===== config.mk =====
export PLATFORM = sky130hd
export DESIGN_NAME = alu4_seq
export DESIGN_NICKNAME = d
export VERILOG_FILES = /design/src/rtl/alu4_seq.sv
export SDC_FILE = /design/constraint.sdc
export NUM_CORES = 1
export LEC_CHECK = 0
export ABC_AREA = 1
export CORE_MARGIN = 3
export CORE_UTILIZATION = 51
export CTS_CLUSTER_SIZE = 10
export DETAILED_ROUTE_END_ITERATION = 12
export PLACE_DENSITY_LB_ADDON = 0.05
export SLEW_MARGIN = 10
export SYNTH_ARGS = -nofsm -noshare
export SYNTH_HDL_FRONTEND = slang
export SYNTH_SLANG_ARGS = --single-unit

===== constraint.sdc =====
create_clock -name clk -period 1.46 [get_ports clk]
set_input_delay 0.219 -clock clk [delete_from_list [all_inputs] [get_ports clk]]
set_output_delay 0.219 -clock clk [all_outputs]
set_load 0.1 [all_outputs]

===== src/rtl/alu4_seq.sv =====
// Command sequencer and 4x4-bit register file wrapped around the external alu4.
// Optional sticky overflow flag: define ALU4_SEQ_STICKY_OF_EN.
module alu4_seq (
    input  logic       clk,
    input  logic       rst_n,
    input  logic       cmd_valid,
    output logic       cmd_ready,
    input  logic       cmd_ld,
    input  logic [2:0] cmd_op,
    input  logic       cmd_cin,
    input  logic [1:0] cmd_srca,
    input  logic [1:0] cmd_srcb,
    input  logic [1:0] cmd_dst,
    input  logic [3:0] cmd_imm,
    output logic [3:0] alu_a,
    output logic [3:0] alu_b,
    output logic [2:0] alu_m,
    output logic       alu_cin,
    input  logic [3:0] alu_r,
    input  logic       alu_of,
    output logic       res_valid,
    input  logic       res_ready,
    output logic [3:0] res_data,
    output logic       res_of,
    output logic       of_sticky,
    input  logic [1:0] rd_addr,
    output logic [3:0] rd_data
);

    typedef enum logic [1:0] {
        IDLE  = 2'd0,
        ISSUE = 2'd1,
        RESP  = 2'd2
    } state_t;

    state_t     state_reg;
    logic [1:0] dst_reg;
    logic [3:0] regs [4];

    // Handshake flags come from state alone so no input reaches them combinationally.
    assign cmd_ready = (state_reg == IDLE);
    assign res_valid = (state_reg == RESP);
    assign rd_data   = regs[rd_addr];

    always_ff @(posedge clk or negedge rst_n) begin
        if (!rst_n) begin
            state_reg <= IDLE;
            dst_reg   <= 2'd0;
            alu_a     <= 4'd0;
            alu_b     <= 4'd0;
            alu_m     <= 3'd0;
            alu_cin   <= 1'b0;
            res_data  <= 4'd0;
            res_of    <= 1'b0;
            for (int i = 0; i < 4; i++) begin
                regs[i] <= 4'd0;
            end
        end else begin
            case (state_reg)
                IDLE: begin
                    if (cmd_valid) begin
                        dst_reg <= cmd_dst;
                        if (cmd_ld) begin
                            regs[cmd_dst] <= cmd_imm;
                            res_data      <= cmd_imm;
                            res_of        <= 1'b0;
                            state_reg     <= RESP;
                        end else begin
                            // Sources are sampled here, so dst==src sees the old value.
                            alu_a     <= regs[cmd_srca];
                            alu_b     <= regs[cmd_srcb];
                            alu_m     <= cmd_op;
                            alu_cin   <= cmd_cin;
                            state_reg <= ISSUE;
                        end
                    end
                end
                ISSUE: begin
                    res_data      <= alu_r;
                    res_of        <= alu_of;
                    regs[dst_reg] <= alu_r;
                    state_reg     <= RESP;
                end
                RESP: begin
                    if (res_ready) begin
                        state_reg <= IDLE;
                    end
                end
                default: state_reg <= IDLE;
            endcase
        end
    end

`ifdef ALU4_SEQ_STICKY_OF_EN
    logic of_sticky_reg;

    // The r0<-0000 load clear is tested first so it wins over a simultaneous set.
    always_ff @(posedge clk or negedge rst_n) begin
        if (!rst_n) begin
            of_sticky_reg <= 1'b0;
        end else if (state_reg == IDLE && cmd_valid && cmd_ld &&
                     cmd_imm == 4'b0000 && cmd_dst == 2'b00) begin
            of_sticky_reg <= 1'b0;
        end else if (state_reg == ISSUE && alu_of) begin
            of_sticky_reg <= 1'b1;
        end
    end

    assign of_sticky = of_sticky_reg;
`else
    assign of_sticky = 1'b0;
`endif

endmodule

== After elaboration in Yosys (flattened, before gate mapping) ==
Cells that the tools add are included.
Operators by class
  $lt $le $gt $ge: 7
  equality and inequality tests: 5
  muxes and demuxes: 28
  bitwise gates (word level): 6
  reductions and logical operators: 8
Operator list (number)
  2-to-1 mux 4 bit: 10
  bitwise mux 16 bit: 2
  2-to-1 mux 16 bit: 2
  case mux 16 bit (2 select lines): 1
  binary-select mux 4 bit (select 2 bit): 3
  demux 4 bit (select 2 bit): 2
  greater-or-equal comparator 3 bit, second input constant: 5
  inverter 2 -> 3 bit: 5
  case mux 4 bit (2 select lines): 1
  < comparator 3 x 1 -> 1 bit, second input constant: 2
  2-to-1 mux 2 bit: 3
  case mux 2 bit (3 select lines): 1
  AND reduction 3 bit: 2
  inequality test 2 x 1 -> 1 bit, second input constant: 2
  AND reduction 2 bit: 2
  == test 2 x 1 -> 1 bit, second input constant: 1
  == test 2 bit, second input constant: 1
  logical AND 1 bit: 2
  logical NOT 2 bit: 1
  2-to-1 mux 1 bit: 2
  inequality test 2 bit, second input constant: 1
  case mux 1 bit (2 select lines): 1
  nonzero test 2 bit: 1
  inverter 1 bit: 1
Storage, ports and cells
  register bits: 37

== Longest topological paths before layout ==
  word-level depth: 9
  mapped depth: 8
  depth with buffers taken out: 7

== Least setup slack after synthesis ==
No wires, ideal clock.
  path type: input port to output port
  start point: in rd_addr[0]
  end point: out rd_data[0]
  arrival: 2.087 ns
  data required time: 1.241 ns
  path slack: -0.846 ns
  stages on the path: 4
  buffers on the path: 1
  path through: clkbuf_1 -> inv_1 -> o21ai_0 -> o22ai_1
On the way
  cells in the longest elaborated chain, start to end: 4
Ends and longest elaborated chain
  start: declaration: RTL line 26  | input logic [1:0] rd_addr,
  inverter 2 -> 3 bit (not written as such): RTL line 43  | assign rd_data = regs[rd_addr];
  binary-select mux 4 bit (select 2 bit): RTL line 43
  2-to-1 mux 4 bit (not written as such) (2 in series): RTL line 43
  end: declaration: RTL line 27  | output logic [3:0] rd_data
No other way between the ends. The select of a mux whose other input is x is not followed.

== Worst setup path after layout ==
  start point: reg regs[6] in the netlist's numbering
  end point: out rd_data[2]
On the way
  cells in the longest elaborated chain, start to end: 3
Ends and longest elaborated chain
  start: declaration: RTL line 38  | logic [3:0] regs [4];
  start signal: indexed assignment: RTL line 64  | regs[cmd_dst] <= cmd_imm;
  start signal: indexed assignment: RTL line 81  | regs[dst_reg] <= alu_r;
  binary-select mux 4 bit (select 2 bit): RTL line 43
  2-to-1 mux 4 bit (not written as such) (2 in series): RTL line 43
No other way between the ends. The select of a mux whose other input is x is not followed.

==> reports/results.ini <==
[clock_network]
h-tree-depth=2
clock_sinks=37
clk_path_buf_depth=2
clock_latency_ns=0.29
cts_tree=done
cts_root_buf=clkbuf_8
cts.clk_slew.worst_paths_ns=0.07
numCtsBuffers=5

[setup_path]
cp_cell_sequence=o21ai_1, buf_4, o22ai_4, buf_12
cp-start-kind=register
critPathSlowestCell=dfrtp_1
worstPathRequired_ns=1.24
crit_buf_inv=2
path_max_fanout=2
end_kind=primary output
ff2ff_path_depth=7
slowest_delay_ns=0.36
reg2reg_slack_ns=0.09
r2r_end=regs[4]$_DFFE_PN0P_
crit_family=flip-flops
arrival_ns=1.24
path_class=register to primary output
rr_startpoint=state_reg[1]$_DFFE_PN0P_

[synth]
ys_types=20
synth_area_mm2=0.00234
yosysWarnings=0
syn_inst=368
yosysSeqAreaShare_pct=39.6
syn_avg_cell_area_um2=6.35
synth_seq_cells=37
syn_nets=394

[floorplanning]
rows=23
io_pins=50
core_region_area_mm2=0.00420
fp.dieArea_mm2=0.00543
die_w_um=73.7
dieHeight_um=73.7
initial_core_util_pct=55.6

[drt]
drt-vias-per-instance=5.23
vias=2553
wire_per_inst_um=13.5
drc=0
ant_nets=0
drt_pre_antenna_iters=5
drt-total-wl_um=6570
drtIter0Drc=340

[job]
max_cap_viol_count=0

[placement]
placed_area_mm2=0.00327
portBuffers=48
hpwl_um=5000
place_ws_ns=-0.360
routabilityCongestion=0.929

[layout]
largest_register=regs
drive_gt1_share_pct=19.2
fin_util_pct=81.1
largest_reg_flops=16
insertedDiodeCount=0
fill_cells=301
stdcell_area_mm2=0.00341
area_delta_synth_final_pct=45.8
fin_nets=463

[timing]
period_needed_ns=1.46
hold_violations=0
worst_slack_ns=-0.00188
slew_viol_final=0
fmax_mhz=684
period_share_pct=100
setup_viol=1
clock_skew_ns=0.00299
rsz0062_at_grt=yes

[global_route]
gr-total-overflow=0
grt_pass1_vias=2301
antenna_found_initial=0
grt_max_degree=38
grt_first_pass_wirelength_um=10600
track_usage_pct=25.2

[status]
status=finished, violations left
violations=negative setup slack

[power_and_ir_drop]
p_leak_nw=1.87
power_density_mw_per_mm2=2260
irDropWorstVdd_mv=1.77

[worst_hold_path]
hp-class=input port to asynchronous set/reset pin

==> stage by stage <==
step	power [mW]	hold WS [ns]	TNS, ns	instances
global route	8.07	0.426	-0.150	488
global placement	6.82	0.199	-1.06	476
CTS	7.66	0.425	-0.0214	486
floorplan	4.97	-0.0766	-3.65	368
detailed placement	6.90	0.197	-1.23	476
finish	7.69	0.417	-0.00188	488
==> layer usage <==
layer	global-route usage (%)	wire, um	up-vias
li1	-	-	1272
met1	33.8	2760	1169
met2	41.5	3280	106
met3	5.47	467	6
met4	6.24	55	0
met5	0	0	-
==> cells in the final DEF, fill, tap and decap left out, types with 6 or more instances in the layout <==
master           instances
nand2_2                  8
o21ai_0                  6
buf_4                   22
buf_12                  25
dfrtp_1                 35
nand2_1                178
nor2_1                  19
clkdlybuf4s50_1         22
nand3_1                 47
inv_1                   36
==> cells by family after synthesis <==
logic type      count (synthesis)  synth area share (%)
flops                          37                  39.6
simple gates                  262                  46.6
compound gates                 18                  4.18
other cells                     1                 0.160
buf+inv                        50                  9.42
==> how the worst max path moves through the flow <==
stage,startpoint,endpoint,slack (ns),cells past startpoint
3_5_place_dp,rd_addr[0],rd_data[1],-0.36,5
5_1_grt,regs[6]$_DFFE_PN0P_,rd_data[2],-0.06,4
6_report,regs[6]$_DFFE_PN0P_,rd_data[2],-0.002,4
3_3_place_gp,rd_addr[0],rd_data[3],-0.29,5
4_1_cts,regs[5]$_DFFE_PN0P_,rd_data[1],-0.02,4
2_1_floorplan,state_reg[1]$_DFFE_PN0P_,alu_a[0]$_DFFE_PN0P_,-0.25,7
==> cell type report <==
cell class / count / area, um^2 / share of cell area, %
multi-input combinational: 281 / 1270 / 37.2
sequential: 37 / 928 / 27.2
clock inverter: 3 / 17.5 / 0.514
inverter: 39 / 146 / 4.30
clock buffer: 5 / 68.8 / 2.02
tap: 50 / 62.6 / 1.84
timing repair buffer: 73 / 915 / 26.8
==> worst reg2reg max path: cells and delay by family, from the launching register on <==
family / cells / cell delay (ns)
buffers and inverters: 2 / 0.30
DFF: 1 / 0.45
and+or+nand+nor: 5 / 0.53
==> power breakdown <==
| group | total [mW] | switching (mW) | internal, mW |
|---|---|---|---|
| clock | 0.706 | 0.377 | 0.329 |
| sequential | 1.98 | 0.509 | 1.47 |
| combinational | 5.01 | 3.25 | 1.75 |
| total | 7.69 | 4.14 | 3.55 |
==> timing repair <==
| item | 4_1_cts | 5_1_grt |
|---|---|---|
| pin swaps | 0 | 1 |
| resized for setup | 11 | 7 |
| hold buffers | 1 | 0 |
| endpoints found under the setup margin | 4 | 16 |
| endpoints found under the hold margin | 37 | 0 |
| buffers inserted | 1 | 2 |
==> cells in the mapped netlist <==
master	number	area [um^2]
nand2_1	179	672
o31ai_1	1	7.51
o22ai_1	4	25.0
nand3_1	47	235
dfrtp_1	37	926
nand4_1	1	6.26
nor2_4	1	11.3
buf_6	2	22.5
conb_1	1	3.75
clkbuf_1	1	3.75
nor2_2	4	25.0
nand2_2	7	43.8
nor2_1	21	78.8
inv_1	37	139
o21ai_0	13	65.1
nand3b_1	1	7.51
buf_4	3	22.5
buf_2	5	25.0
nand3_2	1	10.0
inv_2	2	7.51
(Power assumes the default switching activity.)
==> RTL edit 1, RTL diff (config.mk and constraints unchanged) <==
The option `ALU4_SEQ_STICKY_OF_EN` is turned on by a define.
--- a/src/rtl/alu4_seq.sv
+++ b/src/rtl/alu4_seq.sv
@@ -1,5 +1,7 @@
 // Command sequencer and 4x4-bit register file wrapped around the external alu4.
 // Optional sticky overflow flag: define ALU4_SEQ_STICKY_OF_EN.
+`define ALU4_SEQ_STICKY_OF_EN
+
 module alu4_seq (
     input  logic       clk,
     input  logic       rst_n,
Check against the original RTL: not equivalent (Yosys sat finds a counterexample within 4 cycles, from zero or initial values and one cycle with rst_n low).
==> RTL edit 1 against the unedited design <==
  * Wire length is 6.6% higher
  * Final area up 5.6%
  * Sequential cell count rose by 1
  * Worst setup slack better by 0.020 ns
  * Register-to-register slack got worse by 0.02 ns
  * Critical path depth up 1
  * Area after synthesis is 5.4% higher
  * Power is 21% lower
==> RTL edit 1: results (changes against the unedited design) <==
status finished clean; wire length on met2 3.42 mm (+4.1%); Cells after DPL 483 (+1.5%); vias in the first global route 2,483 (+7.9%); Post-synth top cells nand2_1 (196), inv_1 (40), dfrtp_1 (38), nand3_1 (35); Via Count 2,585 (+1.3%); crit path DAT 1.22 ns (-0.02 ns); Seq/Total Area, Yosys 38.6% (-1.0 points); met3 WL 426 um (-8.8%); fraction of layout cells with a size suffix above 1 20.4% (+1.2 points); GRT Util Overall 26.3% (+1.0 points); # nets final 467 (+0.86%); Fill cells 302 (+0.33%); DRT iter0 DRCs 240 (-29%); clk_skew 0.00320 ns (+0.000212 ns); Synth Area in Compound Gates 4.47% (+0.30 points); Port Buffer Count 49 (+2.1%); first-pass GRT wire length 11.4 mm (+7.2%); VDD IR max 1.44 mV (-18%); syn nets 400 (+1.5%); hpwl dp 5.26 mm (+5.1%); largest fanout on the critical path 8 (+6); wirelength, routed 7.00 mm (+6.6%); largest stage delay on the critical path 0.30 ns (-0.06 ns); via/cell ratio 5.23 (about the same); Synth Instances 374 (+1.6%); CP max stage cell dlygate4sd2_1
==> RTL edit 1: cell types whose count changed in the layout (fill, tap and decap cells not counted), sizes merged, moves of 2 or more <==
cell | unedited run | this run
nand2 | 186 | 203
nand3 | 48 | 37
buf | 48 | 42
clkbuf | 6 | 8
inv | 39 | 41
==> RTL edit 1: metal layers <==
layer  global-route usage (%)  up-vias
met2                     44.4      105
li1                         -     1281
met3                     5.94       16
met1                     33.3     1183
met4                     8.74        0
met5                        0        -
==> RTL edit 1: timing repair <==
action,in CTS,in global routing
resized for setup,13,11
hold buffers,1,0
setup buffers,1,1
endpoints found under the hold margin,12,0
setup endpoints to repair,4,6
cloned,0,1
pin swaps,0,3
==> RTL edit 1: final timing paths <==
path / start / to / slack [ns] / depth (start not counted)
setup / recovery: rd_addr[0] / rd_data[0] / 0.02 / 5
hold / removal: rst_n / regs[4] / 0.39 / 2
setup reg to reg: state_reg[0] / regs[5] / 0.07 / 7
hold reg to reg: regs[8] / regs[8] / 0.53 / 2
max in group asynchronous: rst_n / regs[14] / 0.59 / 3
min in group clk: cmd_op[1] / alu_m[1] / 0.46 / 3
==> RTL edit 1: cell families after synthesis <==
logic type | Yosys count
flip-flops | 38
AND/OR/NAND/NOR | 266
AO/OA/AOI/OAI | 20
buffers and inverters | 50
==> RTL edit 1: worst max-delay path, delay by kind of cell <==
family,cells,cell delay (ns)
compound gates,1,0.22
buf+inv,3,0.69
simple gates,1,0.08
==> RTL edit 1: where the power goes <==
part / switching, mW / internal, mW
combinational: 2.26 / 1.21
sequential: 0.350 / 1.35
clock: 0.369 / 0.511
==> RTL edit 1: layout make-up <==
class	count	share of cell area [%]
Clock buffer	7	2.12
Clock inverter	1	0.834
Inverter	42	4.52
Multi-Input combinational cell	286	38.6
Sequential cell	38	26.5
Tap cell	52	1.81
Timing Repair Buffer	68	25.7
==> RTL edit 2, RTL diff (same settings) <==
Without the edit above. Encoding of `state_t`: now one-hot (3 bits for 3 states).
--- a/src/rtl/alu4_seq.sv
+++ b/src/rtl/alu4_seq.sv
@@ -27,10 +27,10 @@
     output logic [3:0] rd_data
 );
 
-    typedef enum logic [1:0] {
-        IDLE  = 2'd0,
-        ISSUE = 2'd1,
-        RESP  = 2'd2
+    typedef enum logic [2:0] {
+        IDLE  = 3'b001,
+        ISSUE = 3'b010,
+        RESP  = 3'b100
     } state_t;
 
     state_t     state_reg;
Check against the original RTL: no difference found for any inputs over 4 cycles, from zero or initial values and one cycle with rst_n low; so few cycles prove little.
==> RTL edit 2 against the unedited design <==
  * Final area increased by 19%
  * Final cell count increased by 4.5%
  * Wire length increased by 47%
  * The run still ends with setup timing left
  * Largest power group unchanged
  * Clock power increased by 59%
  * Worst setup slack got worse by 0.098 ns
  * Sequential share of layout area decreased by 3.8 points
  * Die area increased by 6.2%
  * Area after synthesis increased by 6.7%
  * Sequential power increased by 11%
  * Power increased by 24%
  * Non-clock buffer count increased by 18
  * Sequential cell count increased by 1
==> RTL edit 2: results (changes against the unedited design) <==
syn nets 384 (-2.5%); Hold Crit Class in -> async; Async SR Flop Fraction 100% (unchanged); Port Buffer Count 48 (unchanged); Seq/Total Area, Yosys 38.2% (-1.5 points); synth warn 0 (unchanged); ant diodes 0 (unchanged); Worst-path clk slew 0.09 ns (+0.02 ns); largest net degree at the start of global routing 26 (-32%); clock root buffer clkbuf_8; top post-synthesis cells by area dfrtp_1 (37%), nand2_1 (22%), nand3_1 (7.2%), a21oi_1 (4.2%), o21ai_0 (3.8%); Cells after DPL 480 (+0.84%); maximum buffer depth of the clock tree 2 (unchanged); drt first pass iters 5 (unchanged); via/cell ratio 6.06 (+16%); status finished, violations left; largest reg by FF count regs; Synth Instances 358 (-2.7%); largest fanout on the critical path 5 (+3); H-tree depth 2 (unchanged); fraction of layout cells with a size suffix above 1 37.5% (+18 points); final setup TNS -1.43 ns (-1.43 ns); Yosys cell types 26 (+30%); VDD IR max 2.19 mV (+24%); max reg flops 16 (unchanged); hpwl dp 4.88 mm (-2.4%); Inserted Clock Buffers 5 (unchanged); Clk Latency, worst-skew pair 0.31 ns (+0.02 ns); GRT Util Overall 25.5% (+0.26 points); placer congestion estimate 0.938 (+0.93%); wirelength, routed 9.64 mm (+47%); DRT iter0 DRCs 378 (+11%); initial antenna violation count 0 (unchanged); Post-synth top cells nand2_1 (146), dfrtp_1 (37), nand3_1 (36), inv_1 (25), a21oi_1 (21); Final setup viols 23 (+22); first-pass GRT wire length 12.0 mm (+13%); Cell Count, Final, Fillers Out 510 (+4.5%); clk_skew 0.0107 ns (+0.00773 ns); Slew Limit Fails 0 (unchanged); crit path DAT 1.75 ns (+0.51 ns); vias in the first global route 2,571 (+12%); # nets final 470 (+1.5%); worst setup margin -0.100 ns (-0.0982 ns); Static Leak 1.97 nW (+5.4%); failing checks setup timing
[RTL edit 2: logic make-up after synthesis]
kind of cell	after synthesis	share of synthesized area (%)
compound gates	49	10.8
buf+inv	45	9.88
flops	38	38.2
other cells	1	0.150
simple gates	225	41.0
[RTL edit 2: timing repair]
item / CTS / global route
endpoints found under the hold margin: 12 / 0
pin swaps: 6 / 50
resized for setup: 26 / 69
hold buffers: 1 / 0
cloned: 2 / 3
buffers inserted: 11 / 5
setup endpoints to repair: 26 / 37
[RTL edit 2: layout make-up]
cell class / count / area [um2]
Sequential cell: 38 / 955
Fill cell: 197 / 464
Timing Repair inverter: 1 / 7.51
Clock buffer: 5 / 68.8
Clock inverter: 3 / 68.8
Timing Repair Buffer: 91 / 1120
Inverter: 29 / 120
Multi-Input combinational cell: 278 / 1650
Tap cell: 65 / 81.3
[RTL edit 2: critical path, stage by stage]
cell	delay (ns)
clkdlybuf4s50_1	0.57
inv_1	0.16
o21ai_4	0.43
nand3_4	0.19
nand2_2	0.12
nand2_1	0.07
[RTL edit 2: metal layers]
metal  vias up  track usage [%]  wire (um)
met2       256             43.3       4670
li1       1330                -          -
met3        69             4.50        940
met4         0             10.3        559
met1      1436             32.2       3470
met5         -                0          0
[RTL edit 2: power breakdown]
group / switching (mW) / internal, mW / total (mW)
Clock: 0.430 / 0.685 / 1.12
Combinational: 4.07 / 2.15 / 6.23
Sequential: 0.641 / 1.55 / 2.19
[RTL edit 2: through the flow]
stage | utilization [%] | setup WS [ns] | total power, mW | area [um2] | hold WS [ns]
2_1_floorplan | - | -0.280 | 5.48 | 2570 | -0.0766
5_1_grt | 89.8 | -0.176 | 9.86 | 4070 | 0.381
3_3_place_gp | 75.6 | -0.198 | 7.28 | 3430 | 0.147
6_report | 89.8 | -0.100 | 9.54 | 4070 | 0.349
4_1_cts | 82.3 | -0.0882 | 8.74 | 3730 | 0.366
3_5_place_dp | 75.6 | -0.241 | 7.38 | 3430 | 0.153
[RTL edit 2: final timing paths]
| check | to | slack, ns | cells past startpoint | from |
|---|---|---|---|---|
| max | regs[5] | -0.10 | 6 | cmd_valid |
| min | dst_reg[1] | 0.35 | 2 | rst_n |
| max reg2reg | regs[5] | -0.09 | 8 | state_reg[0] |
| min reg2reg | regs[8] | 0.55 | 2 | regs[8] |
| max in group asynchronous | regs[0] | 0.65 | 3 | rst_n |
| min in group clk | alu_m[0] | 0.46 | 3 | cmd_op[0] |
